--- src/rtl/alu_eis.sv ---
// alu_eis: iterative extended-instruction ALU (MUL, DIV, ASH, ASHC).
// Handles one bit per clock on a 2W-bit datapath split across register pairs R and R|1.
//
// Ports:
//   clk         rising-edge clock
//   reset       synchronous, active-high
//   start       begin an operation (accepted in IDLE or DONE only)
//   op          00 MUL, 01 DIV, 10 ASH, 11 ASHC
//   a           multiplier / divisor / shift count (a[5:0], signed)
//   b_hi, b_lo  even register R and odd register R|1
//   ps          processor state at start
//   busy        high while an operation is running
//   done        one-cycle pulse when results become valid
//   d_hi, d_lo  results for R and R|1
//   psr         {ps[7:4], N, Z, V, C}
module alu_eis #(
  parameter int W = 16
) (
  input  logic         clk,
  input  logic         reset,
  input  logic         start,
  input  logic [1:0]   op,
  input  logic [W-1:0] a,
  input  logic [W-1:0] b_hi,
  input  logic [W-1:0] b_lo,
  input  logic [7:0]   ps,
  output logic         busy,
  output logic         done,
  output logic [W-1:0] d_hi,
  output logic [W-1:0] d_lo,
  output logic [7:0]   psr
);

  localparam logic [1:0] ST_IDLE = 2'd0;
  localparam logic [1:0] ST_RUN  = 2'd1;
  localparam logic [1:0] ST_DONE = 2'd2;

  localparam logic [1:0] OP_MUL  = 2'b00;
  localparam logic [1:0] OP_DIV  = 2'b01;
  localparam logic [1:0] OP_ASH  = 2'b10;
  localparam logic [1:0] OP_ASHC = 2'b11;

  localparam logic [5:0]   WCNT   = 6'(W);
  localparam logic [W-1:0] MINMAG = {1'b1, {(W-1){1'b0}}};

  logic [1:0]   state;
  logic [1:0]   op_q;
  logic [3:0]   ps_q;
  logic [W-1:0] hold_hi;
  logic [W-1:0] hold_lo;

  // Shared datapath. MUL: Booth {acc, lsr, bq} with acc one bit wider.
  // DIV: partial remainder in acc, quotient shifts into lsr.
  // ASH/ASHC: operand in acc[W-1:0] (and lsr for ASHC).
  logic [W:0]   acc;
  logic [W-1:0] lsr;
  logic         bq;
  logic [W-1:0] opd;
  logic [5:0]   cnt;
  logic         neg_q;
  logic         neg_r;
  logic         dz;
  logic         ovf;
  logic         left;
  logic         zsh;
  logic         cf;
  logic         vf;

  logic unused_ps;
  assign unused_ps = ^ps[3:0];

  // Operand preparation at the accepting edge.
  logic [2*W-1:0] dvd;
  logic [2*W-1:0] dmag;
  logic [W-1:0]   dvs;
  logic [5:0]     mag;

  always_comb begin
    dvd  = {b_hi, b_lo};
    dmag = b_hi[W-1] ? (~dvd + 1'b1) : dvd;
    dvs  = a[W-1] ? (~a + 1'b1) : a;
    mag  = a[5] ? (~a[5:0] + 6'd1) : a[5:0];
  end

  // One iteration step.
  logic [W:0]   n_acc;
  logic [W-1:0] n_lsr;
  logic         n_bq;
  logic         n_cf;
  logic         n_vf;
  logic [W:0]   mext;
  logic [W:0]   sum;
  logic [W:0]   shv;

  always_comb begin
    n_acc = acc;
    n_lsr = lsr;
    n_bq  = bq;
    n_cf  = cf;
    n_vf  = vf;
    mext  = {opd[W-1], opd};
    sum   = acc;
    shv   = {acc[W-1:0], lsr[W-1]};
    case (op_q)
      OP_MUL: begin
        case ({lsr[0], bq})
          2'b01:   sum = acc + mext;
          2'b10:   sum = acc - mext;
          default: sum = acc;
        endcase
        n_acc = {sum[W], sum[W:1]};
        n_lsr = {sum[0], lsr[W-1:1]};
        n_bq  = lsr[0];
      end
      OP_DIV: begin
        if (!dz) begin
          if (shv >= {1'b0, opd}) begin
            n_acc = shv - {1'b0, opd};
            n_lsr = {lsr[W-2:0], 1'b1};
          end else begin
            n_acc = shv;
            n_lsr = {lsr[W-2:0], 1'b0};
          end
        end
      end
      OP_ASH: begin
        if (!zsh) begin
          if (left) begin
            n_cf  = acc[W-1];
            n_acc = {1'b0, acc[W-2:0], 1'b0};
            if (acc[W-1] != acc[W-2]) n_vf = 1'b1;
          end else begin
            n_cf  = acc[0];
            n_acc = {1'b0, acc[W-1], acc[W-1:1]};
          end
        end
      end
      default: begin
        if (!zsh) begin
          if (left) begin
            n_cf  = acc[W-1];
            n_acc = {1'b0, acc[W-2:0], lsr[W-1]};
            n_lsr = {lsr[W-2:0], 1'b0};
            if (acc[W-1] != acc[W-2]) n_vf = 1'b1;
          end else begin
            n_cf  = lsr[0];
            n_acc = {1'b0, acc[W-1], acc[W-1:1]};
            n_lsr = {acc[0], lsr[W-1:1]};
          end
        end
      end
    endcase
  end

  // Final result formed from the values produced by the last step.
  logic [W-1:0]   r_hi;
  logic [W-1:0]   r_lo;
  logic           r_n;
  logic           r_z;
  logic           r_v;
  logic           r_c;
  logic [2*W-1:0] prod;
  logic [W-1:0]   qmag;
  logic [W-1:0]   rmag;
  logic [W-1:0]   qs;
  logic           fit;

  always_comb begin
    r_hi = hold_hi;
    r_lo = hold_lo;
    r_n  = 1'b0;
    r_z  = 1'b0;
    r_v  = 1'b0;
    r_c  = 1'b0;
    prod = {n_acc[W-1:0], n_lsr};
    qmag = n_lsr;
    rmag = n_acc[W-1:0];
    qs   = neg_q ? (~qmag + 1'b1) : qmag;
    // Magnitude MINMAG only fits when the quotient is negative.
    fit  = neg_q ? (qmag <= MINMAG) : ~qmag[W-1];
    case (op_q)
      OP_MUL: begin
        r_hi = prod[2*W-1:W];
        r_lo = prod[W-1:0];
        r_n  = prod[2*W-1];
        r_z  = (prod == '0);
        r_c  = ~((&prod[2*W-1:W-1]) | ~(|prod[2*W-1:W-1]));
      end
      OP_DIV: begin
        if (dz) begin
          r_v = 1'b1;
          r_c = 1'b1;
        end else if (ovf || !fit) begin
          r_v = 1'b1;
        end else begin
          r_hi = qs;
          r_lo = neg_r ? (~rmag + 1'b1) : rmag;
          r_n  = qs[W-1];
          r_z  = (qs == '0);
        end
      end
      OP_ASH: begin
        r_hi = n_acc[W-1:0];
        r_lo = hold_lo;
        r_n  = n_acc[W-1];
        r_z  = (n_acc[W-1:0] == '0);
        r_v  = n_vf;
        r_c  = n_cf;
      end
      default: begin
        r_hi = n_acc[W-1:0];
        r_lo = n_lsr;
        r_n  = n_acc[W-1];
        r_z  = ({n_acc[W-1:0], n_lsr} == '0);
        r_v  = n_vf;
        r_c  = n_cf;
      end
    endcase
  end

  always_ff @(posedge clk) begin
    if (reset) begin
      state   <= ST_IDLE;
      op_q    <= '0;
      ps_q    <= '0;
      hold_hi <= '0;
      hold_lo <= '0;
      acc     <= '0;
      lsr     <= '0;
      bq      <= 1'b0;
      opd     <= '0;
      cnt     <= '0;
      neg_q   <= 1'b0;
      neg_r   <= 1'b0;
      dz      <= 1'b0;
      ovf     <= 1'b0;
      left    <= 1'b0;
      zsh     <= 1'b0;
      cf      <= 1'b0;
      vf      <= 1'b0;
      d_hi    <= '0;
      d_lo    <= '0;
      psr     <= '0;
    end else begin
      case (state)
        ST_RUN: begin
          acc <= n_acc;
          lsr <= n_lsr;
          bq  <= n_bq;
          cf  <= n_cf;
          vf  <= n_vf;
          cnt <= cnt - 6'd1;
          if (cnt == 6'd1) begin
            state <= ST_DONE;
            d_hi  <= r_hi;
            d_lo  <= r_lo;
            psr   <= {ps_q, r_n, r_z, r_v, r_c};
          end
        end
        default: begin
          if (start) begin
            state   <= ST_RUN;
            op_q    <= op;
            ps_q    <= ps[7:4];
            hold_hi <= b_hi;
            hold_lo <= b_lo;
            bq      <= 1'b0;
            cf      <= 1'b0;
            vf      <= 1'b0;
            neg_q   <= b_hi[W-1] ^ a[W-1];
            neg_r   <= b_hi[W-1];
            dz      <= (a == '0);
            ovf     <= (a != '0) && (dmag[2*W-1:W] >= dvs);
            left    <= ~a[5];
            zsh     <= (mag == 6'd0);
            case (op)
              OP_MUL: begin
                acc <= '0;
                lsr <= b_hi;
                opd <= a;
                cnt <= WCNT;
              end
              OP_DIV: begin
                acc <= {1'b0, dmag[2*W-1:W]};
                lsr <= dmag[W-1:0];
                opd <= dvs;
                cnt <= (a == '0) ? 6'd1 : WCNT;
              end
              default: begin
                acc <= {1'b0, b_hi};
                lsr <= b_lo;
                opd <= a;
                cnt <= (mag == 6'd0) ? 6'd1 : mag;
              end
            endcase
          end else begin
            state <= ST_IDLE;
          end
        end
      endcase
    end
  end

  assign busy = (state == ST_RUN);
  assign done = (state == ST_DONE);

endmodule
--- config.mk ---
export PLATFORM = sky130hd
export DESIGN_NAME = alu_eis
export DESIGN_NICKNAME = d
export VERILOG_FILES = /design/src/rtl/alu_eis.sv
export SDC_FILE = /design/constraint.sdc
export NUM_CORES = 1
export LEC_CHECK = 0
export CAP_MARGIN = 10
export CORE_MARGIN = 3
export CORE_UTILIZATION = 40
export CTS_CLUSTER_SIZE = 8
export DETAILED_ROUTE_END_ITERATION = 6
export MAX_ROUTING_LAYER = met4
export PLACE_DENSITY = 0.6
export SYNTH_ARGS = -nofsm -noshare
export SYNTH_HDL_FRONTEND = slang
export SYNTH_SLANG_ARGS = --single-unit
--- constraint.sdc ---
create_clock -name clk -period 7.1 [get_ports clk]
set_input_delay 2.13 -clock clk [delete_from_list [all_inputs] [get_ports clk]]
set_output_delay 2.13 -clock clk [all_outputs]
set_load 0.005 [all_outputs]
==> results.json <==
{
  "viasPerCell": 6.35,
  "first_global_vias": 12900,
  "syn_to_final_growth_pct": 14.2,
  "critPathMaxStageDelay_ps": 540,
  "core_region_area_um2": 31800,
  "p_seq_frac": 0.287,
  "cp_top_family": "simple AND/OR/NAND/NOR gates",
  "min_from": "ps_q[0]$_SDFFE_PP0P_",
  "ys.flop_type": "dfxtp_1",
  "die_w_um": 186,
  "dieArea_um2": 34700,
  "clock-sinks": 143,
  "fin_util": 0.467,
  "wl_per_cell_um": 22.9,
  "reg2reg_from": "acc[9]$_SDFFE_PP0N_",
  "tightest_slew_ps": 1000,
  "fin_nets": 1945,
  "end_kind": "register",
  "synthCells": 1811,
  "post_cts_buffers": 0,
  "initial_utilization": 0.409,
  "finalCriticalPeriod_ps": 6390,
  "arrival_ps": 6710,
  "drv_cap": 0,
  "post-dp-hpwl_um": 38600,
  "p_int_mw": 1.87,
  "ant_nets": 0,
  "ys_seq_area_frac": 0.220,
  "grt_max_degree": 75,
  "synth_cell_type_count": 91,
  "fmax_mhz": 157,
  "power.share.clock": 0.286,
  "dr.pass1.iters": 7,
  "finalCritPeriodShare": 0.899,
  "synth_area_um2": 13000,
  "rsz0062_at_grt": "false",
  "critical-path-slowest-cell": "or4_1",
  "overflow": 0,
  "avgSynthCellArea_um2": 7.19,
  "crit_fanout": 6,
  "clkLatencyLatePin_ps": 440,
  "final_area_um2": 14900,
  "dpl_cell_area_um2": 14200,
  "worst-setup-path-type": "in2reg",
  "vdd_drop_max_mv": 0.174,
  "gp_congestion": 0.978,
  "path_cells": "clkdlybuf4s50_1 -> or4_1 -> or2_2 -> or4_1 -> or2_2 -> o21ai_0 -> xnor2_1 -> ha_1 -> a21o_1 -> a21o_1 -> a21o_1 -> a21o_1 -> a21o_1 -> a21oi_1 -> nor2b_1 -> o21ai_0 -> a21oi_1 -> o31a_1",
  "first_iter_violations": 1887,
  "grtUsageTotal": 0.294,
  "synth_edf_count": 0,
  "post-place-ws_ps": 320,
  "power.switching_mw": 1.44,
  "p_per_area_nw_per_um2": 223,
  "cts-root-buf": "clkbuf_16",
  "ys_ff_latch": 143,
  "path_buf_inv": 1,
  "ios": 103,
  "num_rows": 65,
  "hold_class": "reg2reg",
  "rrSetupSlack_ps": 1370,
  "routed_wl_um": 52000,
  "route.detailed.drc": 21,
  "yosysTopAreaCell": "dfxtp_1",
  "cts_tree": "yes",
  "combPwrFrac": 0.426,
  "cp_common_cell": "a21o_1",
  "violations": "DRC",
  "die_h_um": 186,
  "layout_setup_ws_ps": 714,
  "hold_viol": 0,
  "ctsHoldBuffers": 0,
  "tns_ps": 0,
  "io_buffers": 98,
  "cp-startpoint": "b_lo[8]",
  "syn_nets": 1936,
  "via_count": 14400,
  "startpoint_type": "primary input",
  "relSlewSlack": 0.328,
  "drive_gt1_frac": 0.0627,
  "p_leak_nw": 5.48,
  "drv_slew": 0,
  "fin_skew_ps": 21.3,
  "cts_max_path_buffers": 2,
  "cts_max_level": 4,
  "p_sw_frac": 0.436,
  "antenna_found_initial": 2,
  "required_ps": 7420,
  "cts_buffers": 17,
  "cts_resized": 0,
  "status": "finished, violations left",
  "synthTopCellsByArea": "dfxtp_1, a21oi_1, nand2_1, ha_1, nor2_1",
  "grt_pass1_wl_um": 78700,
  "synth_top_area_frac": 0.220,
  "cts.clk_slew.worst_paths_ps": 90,
  "synth_warnings": 0,
  "ys_async_sr_fraction": 0,
  "final-setup-viol-count": 0
}
## cell type report
class | instances | area, µm²
fillers | 3191 | 16900
multi-input cells | 1465 | 9370
flip-flops and latches | 143 | 2860
repair buffers | 130 | 1220
well taps | 435 | 544
clock buffers | 17 | 425
inverters | 63 | 236
clock inverters | 15 | 194
diodes | 2 | 5.00
## power groups by stage
stage | clock, mW | sequential [mW] | combinational, mW
final | 0.947 | 0.951 | 1.41
after global routing | 0.986 | 0.956 | 1.53
after CTS | 0.949 | 0.946 | 1.38
after detailed placement | 0 | 0.964 | 1.37
after global placement | 0 | 0.963 | 1.35
after floorplan | 0 | 0.915 | 0.982
## per-layer routing
metal  global-route usage  vias to the layer above  wire length (µm)
li1                     -                     6719                 -
met1                0.417                     6833             23400
met2                0.420                      759             21900
met3               0.0547                      111              4910
met4               0.0989                        0              1780
met5                    -                        -                 0
## cell usage after synthesis, drive strengths merged (15+ instances only)
master and number:
mux2i 44, a21o 31, a22oi 26, a21oi 173, clkbuf 108, o21ai 108, xnor2 61, o211ai 26
inv 61, or3 22, nand3 30, nor3 62, nand2b 16, xor2 31, nor2 173, a311oi 15
o31ai 24, a31oi 19, nand2 211, ha 62, dfxtp 143, o21a 15, buf 32, a211oi 53
a221oi 26, nor4 18
## worst min-delay path, stage by stage (launching register included)
cell and delay, ps:
dfxtp_1 310, nand2_1 50, a21oi_1 50
## path summary, 6_finish.rpt
path | endpoint | cells after the start
worst max-delay path | ovf$_SDFFE_PP0P_ | 18
worst min-delay path | psr[4]$_SDFFE_PP0P_ | 2
worst max register to register | psr[2]$_SDFFE_PP0P_ | 17
worst min register to register | psr[4]$_SDFFE_PP0P_ | 2
## through the flow
| step | hold WS [ps] | total power, mW | instances |
|---|---|---|---|
| after floorplan | 432 | 1.90 | 1811 |
| after global placement | 439 | 2.32 | 2236 |
| after detailed placement | 446 | 2.33 | 2236 |
| after CTS | 448 | 3.27 | 2268 |
| after global routing | 486 | 3.47 | 2270 |
| final | 446 | 3.31 | 2270 |
## logic make-up after synthesis
kind of cell,count (synthesis),synth area share
AND/OR/NAND/NOR,629,0.229
buffers and inverters,203,0.0610
flip-flops,143,0.220
XOR/XNOR,92,0.0619
multiplexers,56,0.0442
adder cells (fa/ha/maj),64,0.0627
AO/OA/AOI/OAI,624,0.322
## state kept, by name (all words and copies together) (netlist names), 2 cells and up
signal	flops
acc	17
d_hi	16
d_lo	16
hold_hi	16
hold_lo	16
lsr	16
opd	16
psr	8
cnt	6
ps_q	4
op_q	2
state	2
## layout by cell type (no fill, tap or decap), types with 12 or more instances in the layout
cell / instances
a211oi_1: 53
a21o_1: 31
a21oi_1: 172
a221oi_1: 26
a22oi_1: 26
a311oi_1: 14
a31oi_1: 19
and3_1: 14
buf_4: 33
clkbuf_16: 17
clkdlybuf4s50_1: 97
dfxtp_1: 142
ha_1: 62
inv_1: 60
mux2i_1: 44
nand2_1: 210
nand2b_1: 14
nand3_1: 30
nand3b_1: 13
nor2_1: 171
nor2b_1: 13
nor3_1: 60
nor4_1: 18
o211ai_1: 26
o21a_1: 15
o21ai_0: 104
o22ai_1: 12
o31ai_1: 24
or3_1: 21
xnor2_1: 61
xor2_1: 31
No activity file was read; power rests on OpenSTA's default activity.
